### config.mk
export PLATFORM = sky130hd
export DESIGN_NAME = load_store_unit
export DESIGN_NICKNAME = d
export VERILOG_FILES = /design/src/rtl/lsu_pkg.sv /design/src/rtl/load_align_extend.sv /design/src/rtl/load_store_unit.sv
export SDC_FILE = /design/constraint.sdc
export NUM_CORES = 1
export LEC_CHECK = 0
export ABC_AREA = 1
export CAP_MARGIN = 25
export CELL_PAD_IN_SITES_DETAIL_PLACEMENT = 0
export CELL_PAD_IN_SITES_GLOBAL_PLACEMENT = 1
export CORE_MARGIN = 3
export CORE_UTILIZATION = 36
export DETAILED_ROUTE_END_ITERATION = 6
export PLACE_DENSITY = 0.86
export RECOVER_POWER = 25
export SLEW_MARGIN = 20
export SYNTH_ARGS = -nofsm -noshare
export SYNTH_HDL_FRONTEND = slang
export SYNTH_SLANG_ARGS = --single-unit
### constraint.sdc
create_clock -name clk -period 3.5 [get_ports clk]
set_clock_uncertainty 0.15 [all_clocks]
set_input_delay 0.7 -clock clk [delete_from_list [all_inputs] [get_ports clk]]
set_output_delay 0.7 -clock clk [all_outputs]
set_load 0.02 [all_outputs]
### src/rtl/lsu_pkg.sv
// Shared definitions for the load/store unit.
// Contents: RISC-V funct3 size encodings, the FSM state type, and
// helpers that decide alignment and legality of a request.
package lsu_pkg;

  localparam logic [2:0] F3_B  = 3'b000;
  localparam logic [2:0] F3_H  = 3'b001;
  localparam logic [2:0] F3_W  = 3'b010;
  localparam logic [2:0] F3_BU = 3'b100;
  localparam logic [2:0] F3_HU = 3'b101;

  typedef enum logic [1:0] {
    IDLE = 2'd0,
    RD   = 2'd1,
    WR   = 2'd2,
    RESP = 2'd3
  } lsu_state_t;

  // Halfwords need an even address, words need a 4-byte aligned address.
  function automatic logic is_aligned(input logic [2:0] funct3, input logic [1:0] addr_lo);
    logic ok;
    case (funct3)
      F3_H, F3_HU: ok = (addr_lo[0] == 1'b0);
      F3_W:        ok = (addr_lo == 2'b00);
      default:     ok = 1'b1;
    endcase
    return ok;
  endfunction

  // Encoding legality: 011/110/111 never exist, and unsigned sizes make
  // no sense for stores.
  function automatic logic is_legal_f3(input logic [2:0] funct3, input logic is_store);
    logic ok;
    case (funct3)
      F3_B, F3_H, F3_W: ok = 1'b1;
      F3_BU, F3_HU:     ok = !is_store;
      default:          ok = 1'b0;
    endcase
    return ok;
  endfunction

endpackage

### src/rtl/load_align_extend.sv
// Combinational load data extraction.
// Ports:
//   word    - full 32-bit word read from memory
//   addr_lo - low two bits of the byte address (byte/half lane select)
//   funct3  - access size/sign encoding
//   result  - lane extracted and sign/zero extended to XLEN
module load_align_extend
  import lsu_pkg::*;
#(
  parameter int XLEN = 32
) (
  input  logic [XLEN-1:0] word,
  input  logic [1:0]      addr_lo,
  input  logic [2:0]      funct3,
  output logic [XLEN-1:0] result
);

  logic [7:0]  byte_s;
  logic [15:0] half_s;

  // Select the addressed byte and halfword lanes.
  always_comb begin
    byte_s = 8'h00;
    case (addr_lo)
      2'b00:   byte_s = word[7:0];
      2'b01:   byte_s = word[15:8];
      2'b10:   byte_s = word[23:16];
      2'b11:   byte_s = word[31:24];
      default: byte_s = 8'h00;
    endcase
    if (addr_lo[1]) begin
      half_s = word[31:16];
    end else begin
      half_s = word[15:0];
    end
  end

  // Extend the selected lane according to the access size.
  always_comb begin
    result = {XLEN{1'b0}};
    case (funct3)
      F3_B:    result = {{24{byte_s[7]}}, byte_s};
      F3_BU:   result = {24'h000000, byte_s};
      F3_H:    result = {{16{half_s[15]}}, half_s};
      F3_HU:   result = {16'h0000, half_s};
      F3_W:    result = word;
      default: result = {XLEN{1'b0}};
    endcase
  end

endmodule

### src/rtl/load_store_unit.sv
// Data-memory initiator: one load/store in flight at a time.
// Ports:
//   clk, rst                     - clock, synchronous active-high reset
//   req_*                        - request handshake from execute stage
//   resp_*                       - response handshake (data, error)
//   mem_addr/read/write strobes  - word-addressed memory, comb read,
//                                  posedge write
// Sub-word stores are read-modify-write (RD then WR). Illegal or
// misaligned requests respond with an error and never strobe memory.
module load_store_unit
  import lsu_pkg::*;
#(
  parameter int ADDR_WIDTH = 32,
  parameter int XLEN       = 32
) (
  input  logic                  clk,
  input  logic                  rst,
  input  logic                  req_valid,
  output logic                  req_ready,
  input  logic                  req_is_store,
  input  logic [2:0]            req_funct3,
  input  logic [ADDR_WIDTH-1:0] req_addr,
  input  logic [XLEN-1:0]       req_wdata,
  output logic                  resp_valid,
  input  logic                  resp_ready,
  output logic [XLEN-1:0]       resp_rdata,
  output logic                  resp_error,
  output logic [ADDR_WIDTH-1:0] mem_addr,
  output logic                  mem_read_enable,
  output logic                  mem_write_enable,
  output logic [XLEN-1:0]       mem_write_data,
  input  logic [XLEN-1:0]       mem_read_data
);

  lsu_state_t            state_r;
  logic                  req_ready_r;
  logic                  resp_valid_r;
  logic                  resp_error_r;
  logic                  rd_en_r;
  logic                  wr_en_r;
  logic                  is_store_r;
  logic [2:0]            funct3_r;
  logic [1:0]            addr_lo_r;
  logic [XLEN-1:0]       wdata_r;
  logic [XLEN-1:0]       resp_rdata_r;
  logic [XLEN-1:0]       mem_wdata_r;
  logic [ADDR_WIDTH-1:0] mem_addr_r;
  logic [ADDR_WIDTH-1:0] req_word_addr_s;
  logic [XLEN-1:0]       load_ext_s;
  logic [XLEN-1:0]       merge_word_s;
  logic                  req_legal_s;
  logic                  accept_s;

  assign req_word_addr_s = {req_addr[ADDR_WIDTH-1:2], 2'b00};
  assign req_legal_s     = is_legal_f3(req_funct3, req_is_store) &&
                           is_aligned(req_funct3, req_addr[1:0]);
  assign accept_s        = req_valid && req_ready_r;

  load_align_extend #(.XLEN(XLEN)) u_extend (
    .word    (mem_read_data),
    .addr_lo (addr_lo_r),
    .funct3  (funct3_r),
    .result  (load_ext_s)
  );

  // Store merge: same lane selection as the load path, replacing only the
  // addressed byte/half in the freshly read word.
  always_comb begin
    merge_word_s = mem_read_data;
    case (funct3_r)
      F3_B: begin
        case (addr_lo_r)
          2'b00:   merge_word_s = {mem_read_data[31:8], wdata_r[7:0]};
          2'b01:   merge_word_s = {mem_read_data[31:16], wdata_r[7:0], mem_read_data[7:0]};
          2'b10:   merge_word_s = {mem_read_data[31:24], wdata_r[7:0], mem_read_data[15:0]};
          2'b11:   merge_word_s = {wdata_r[7:0], mem_read_data[23:0]};
          default: merge_word_s = mem_read_data;
        endcase
      end
      F3_H: begin
        if (addr_lo_r[1]) begin
          merge_word_s = {wdata_r[15:0], mem_read_data[15:0]};
        end else begin
          merge_word_s = {mem_read_data[31:16], wdata_r[15:0]};
        end
      end
      default: merge_word_s = mem_read_data;
    endcase
  end

  // Control FSM with all handshake and memory-side outputs registered.
  always_ff @(posedge clk) begin
    if (rst) begin
      state_r      <= IDLE;
      req_ready_r  <= 1'b1;
      resp_valid_r <= 1'b0;
      resp_error_r <= 1'b0;
      resp_rdata_r <= {XLEN{1'b0}};
      rd_en_r      <= 1'b0;
      wr_en_r      <= 1'b0;
      mem_addr_r   <= {ADDR_WIDTH{1'b0}};
      mem_wdata_r  <= {XLEN{1'b0}};
      is_store_r   <= 1'b0;
      funct3_r     <= 3'b000;
      addr_lo_r    <= 2'b00;
      wdata_r      <= {XLEN{1'b0}};
    end else begin
      case (state_r)
        IDLE: begin
          if (accept_s) begin
            is_store_r  <= req_is_store;
            funct3_r    <= req_funct3;
            addr_lo_r   <= req_addr[1:0];
            wdata_r     <= req_wdata;
            req_ready_r <= 1'b0;
            if (!req_legal_s) begin
              state_r      <= RESP;
              resp_valid_r <= 1'b1;
              resp_error_r <= 1'b1;
              resp_rdata_r <= {XLEN{1'b0}};
            end else if (req_is_store && (req_funct3 == F3_W)) begin
              state_r     <= WR;
              wr_en_r     <= 1'b1;
              mem_addr_r  <= req_word_addr_s;
              mem_wdata_r <= req_wdata;
            end else begin
              // Loads and sub-word stores both start by reading the word.
              state_r    <= RD;
              rd_en_r    <= 1'b1;
              mem_addr_r <= req_word_addr_s;
            end
          end
        end
        RD: begin
          rd_en_r <= 1'b0;
          if (is_store_r) begin
            state_r     <= WR;
            wr_en_r     <= 1'b1;
            mem_wdata_r <= merge_word_s;
          end else begin
            state_r      <= RESP;
            mem_addr_r   <= {ADDR_WIDTH{1'b0}};
            resp_valid_r <= 1'b1;
            resp_error_r <= 1'b0;
            resp_rdata_r <= load_ext_s;
          end
        end
        WR: begin
          state_r      <= RESP;
          wr_en_r      <= 1'b0;
          mem_addr_r   <= {ADDR_WIDTH{1'b0}};
          mem_wdata_r  <= {XLEN{1'b0}};
          resp_valid_r <= 1'b1;
          resp_error_r <= 1'b0;
          resp_rdata_r <= {XLEN{1'b0}};
        end
        RESP: begin
          if (resp_ready) begin
            state_r      <= IDLE;
            req_ready_r  <= 1'b1;
            resp_valid_r <= 1'b0;
            resp_error_r <= 1'b0;
            resp_rdata_r <= {XLEN{1'b0}};
          end else begin
            state_r <= RESP;
          end
        end
        default: begin
          state_r      <= IDLE;
          req_ready_r  <= 1'b1;
          resp_valid_r <= 1'b0;
          resp_error_r <= 1'b0;
          resp_rdata_r <= {XLEN{1'b0}};
          rd_en_r      <= 1'b0;
          wr_en_r      <= 1'b0;
          mem_addr_r   <= {ADDR_WIDTH{1'b0}};
          mem_wdata_r  <= {XLEN{1'b0}};
        end
      endcase
    end
  end

  // Strobes are gated by rst so a reset landing on an RD/WR cycle
  // cannot touch memory; address/data read as zero without a strobe.
  assign req_ready        = req_ready_r && !rst;
  assign mem_read_enable  = rd_en_r && !rst;
  assign mem_write_enable = wr_en_r && !rst;
  assign mem_addr         = (mem_read_enable || mem_write_enable) ? mem_addr_r
                                                                  : {ADDR_WIDTH{1'b0}};
  assign mem_write_data   = mem_write_enable ? mem_wdata_r : {XLEN{1'b0}};
  assign resp_valid       = resp_valid_r;
  assign resp_error       = resp_error_r;
  assign resp_rdata       = resp_rdata_r;

endmodule

==> metrics.txt <==
status finished clean; Clock Pin Slew Worst Setup and Hold Paths 0.06 ns; #FFs+latches synth 123; root cell of the clock tree clkbuf_16; share of layout cells above drive strength 1 5.42%; Die Width 156 um; met3 Use GR 5.20%; Worst EP arrival 2.50 ns; Crit Path Max Fanout 30; GR Util All Layers 22.5%; initial DRC count 638; top_reg_cell synth dfxtp_1; WP data required 2.65 ns; CTS buffer count 17; Crit path max-delay family buffers and inverters; global placement routability congestion 0.922; Worst VDD drop 0.691 mV; first-pass GRT wire length 43.9 mm; Final Cell Area 0.0107 mm2; die area 0.0244 mm2; GR Util met2 37.1%; io pins 205; clock sinks 123; Slew @ Worst Pin 1.09 ns; final hold violations 0; normalized max-slew margin 27.1%; Initial Util 37.0%; Area Growth Syn to Fin 31.8%; TritonCTS clock tree built; final wirelength 27.8 mm; worst path bufs/invs 5; commonest non-fill, non-tap cells in the layout 400 x nand2_1, 334 x nor2_1, 168 x clkdlybuf4s50_1; Clk pwr share 17.6%; GRT Max-Usage Layer met2; Synth top area share 30.3%; EDFF count, synth 0; Critical Path End Type output pin; Critical-path top delay cell clkdlybuf4s50_1; Synth area leaders dfxtp_1 30%, nand2_1 18%, nor2_1 15%; Seq/Total Area, Yosys 30.3%; CTS Hold Buffers Added 0; CTS resizes 0; Ant. Diodes 0; drt first pass iters 5; FMAX 298 MHz; Post-synth ARST share 0%; Routed WL per cell 14.9 um; HP Class register to register; dominant cell type by area after synthesis dfxtp_1; crit path kind input pin to output pin; max-slew violations 0; Synth cell types 35; Internal 4.64 mW; detail-routed via count per cell 4.77; Post-CTS Setup Bufs 0; DR vias 8913; crit share post-route 95.8%; initial antenna violation count 1; Largest stage delay, worst path 0.64 ns; # rows 54; Pleak 5.15 nW; Ys Warns 0; Reg power frac 23.6%; Net Sw Frac 50.4%; cell count after synthesis 1421; startpoint types input pin; Gate power share 58.8%; total core area 0.0220 mm2; P_sw 4.71 mW; max-cap violations 0; met1 usage 29.8%; Clock Tree Buf Depth 2; CTS H-tree lvls 4; placed cell area 0.0102 mm2; mapped cell area 0.00814 mm2; port bufs 202; most common cell after layout, fill and taps aside nand2_1; unrepaired setup endpoints after global routing false; Syn Area/Cell 5.73 um2; Clock Latency Late Sink 0.42 ns; CP Cell Sequence clkdlybuf4s50_1, inv_2, nand2_1, inv_1, nor2_2, buf_12, nor2_1, clkdlybuf4s50_1; Finish-stage setup viols 0; Final HPWL DP 20.3 mm; final-stage net count 1683; Core Util, Final 48.7%; Final ANT Viol Nets 0; Cell Pwr Density 871 mW/mm2; # DRC 0; Tmin final 3.35 ns; largest net degree at the start of global routing 95; Vert. Die Dim 156 um; number of global-route vias before repair 8188; setup TNS 0 ns; Critical Path Most Common Cell clkdlybuf4s50_1; Remaining Overflow, GRT 0
tightest hold or removal path, stage by stage (launching register included):
cell	delay, ns
dfxtp_1	0.33
nor2_1	0.05
nor2_1	0.07
metal layers:
| metal | wire length (um) | up-vias |
|---|---|---|
| li1 | - | 4651 |
| met1 | 12200 | 3960 |
| met2 | 13200 | 270 |
| met3 | 1870 | 30 |
| met4 | 453 | 2 |
| met5 | 9 | - |
stage by stage:
| step | hold slack [ns] | std cells | setup slack, ns | power [mW] |
|---|---|---|---|---|
| after CTS | 0.323 | 1867 | 0.147 | 9.46 |
| after global placement | 0.299 | 1835 | 0.214 | 7.76 |
| after detailed placement | 0.313 | 1835 | 0.149 | 7.79 |
| final | 0.323 | 1867 | 0.145 | 9.35 |
| after global routing | 0.350 | 1867 | 0.0399 | 10.3 |
| after floorplan | 0.289 | 1422 | 0.968 | 6.37 |
registers in the layout, summed over array words and instances (netlist names):
| signal | cells |
|---|---|
| mem_wdata_r | 32 |
| resp_rdata | 32 |
| mem_addr_r | 30 |
| wdata_r | 16 |
| funct3_r | 3 |
| addr_lo_r | 2 |
| state_r | 2 |
| is_store_r | 1 |
| rd_en_r | 1 |
| req_ready_r | 1 |
| resp_error | 1 |
| resp_valid | 1 |
| wr_en_r | 1 |
kinds of logic after synthesis:
group,share of synthesized area [%]
buffers and inverters,14.0
other,0.0461
adder cells (fa/ha/maj),0.769
AND/OR/NAND/NOR,44.8
AO/OA/AOI/OAI,10.1
flip-flops,30.3
worst paths after layout:
kind,depth (start not counted),endpoint,start,slack [ns]
min,2,mem_addr_r[23],mem_addr_r[23],0.32
max reg2reg,9,resp_rdata[29],state_r[0],0.74
max,8,mem_addr[24],rst,0.15
min reg2reg,2,mem_addr_r[23],mem_addr_r[23],0.32
synthesized netlist by cell type (2+ instances only):
library cell / number
nand3_4: 2
nor2_4: 2
clkbuf_1: 40
buf_4: 12
inv_1: 162
ha_1: 5
nand3_1: 114
o21ai_0: 64
nand3_2: 3
nor2_1: 335
a21boi_0: 27
nor2_8: 2
buf_2: 26
nand4_1: 17
o21a_1: 2
a21oi_1: 41
nand2_2: 5
inv_2: 12
a21boi_1: 2
nand2_4: 4
nand2_1: 400
buf_6: 8
dfxtp_1: 123
o211ai_1: 2
power by group through the flow:
stage / registers, mW / clock network (mW) / logic [mW]
finish: 2.21 / 1.64 / 5.49
global route: 2.26 / 1.74 / 6.27
CTS: 2.21 / 1.67 / 5.58
detailed placement: 2.23 / 0 / 5.55
global placement: 2.22 / 0 / 5.54
floorplan: 2.24 / 0 / 4.12
cell type report:
class | count | area [um2]
clock buffers | 19 | 453
clock inverters | 13 | 95.1
fillers | 2390 | 11300
inverters | 176 | 664
multi-input cells | 1036 | 4530
flip-flops and latches | 123 | 2460
well taps | 280 | 350
repair buffers | 220 | 2170
(Power assumes the default switching activity.)
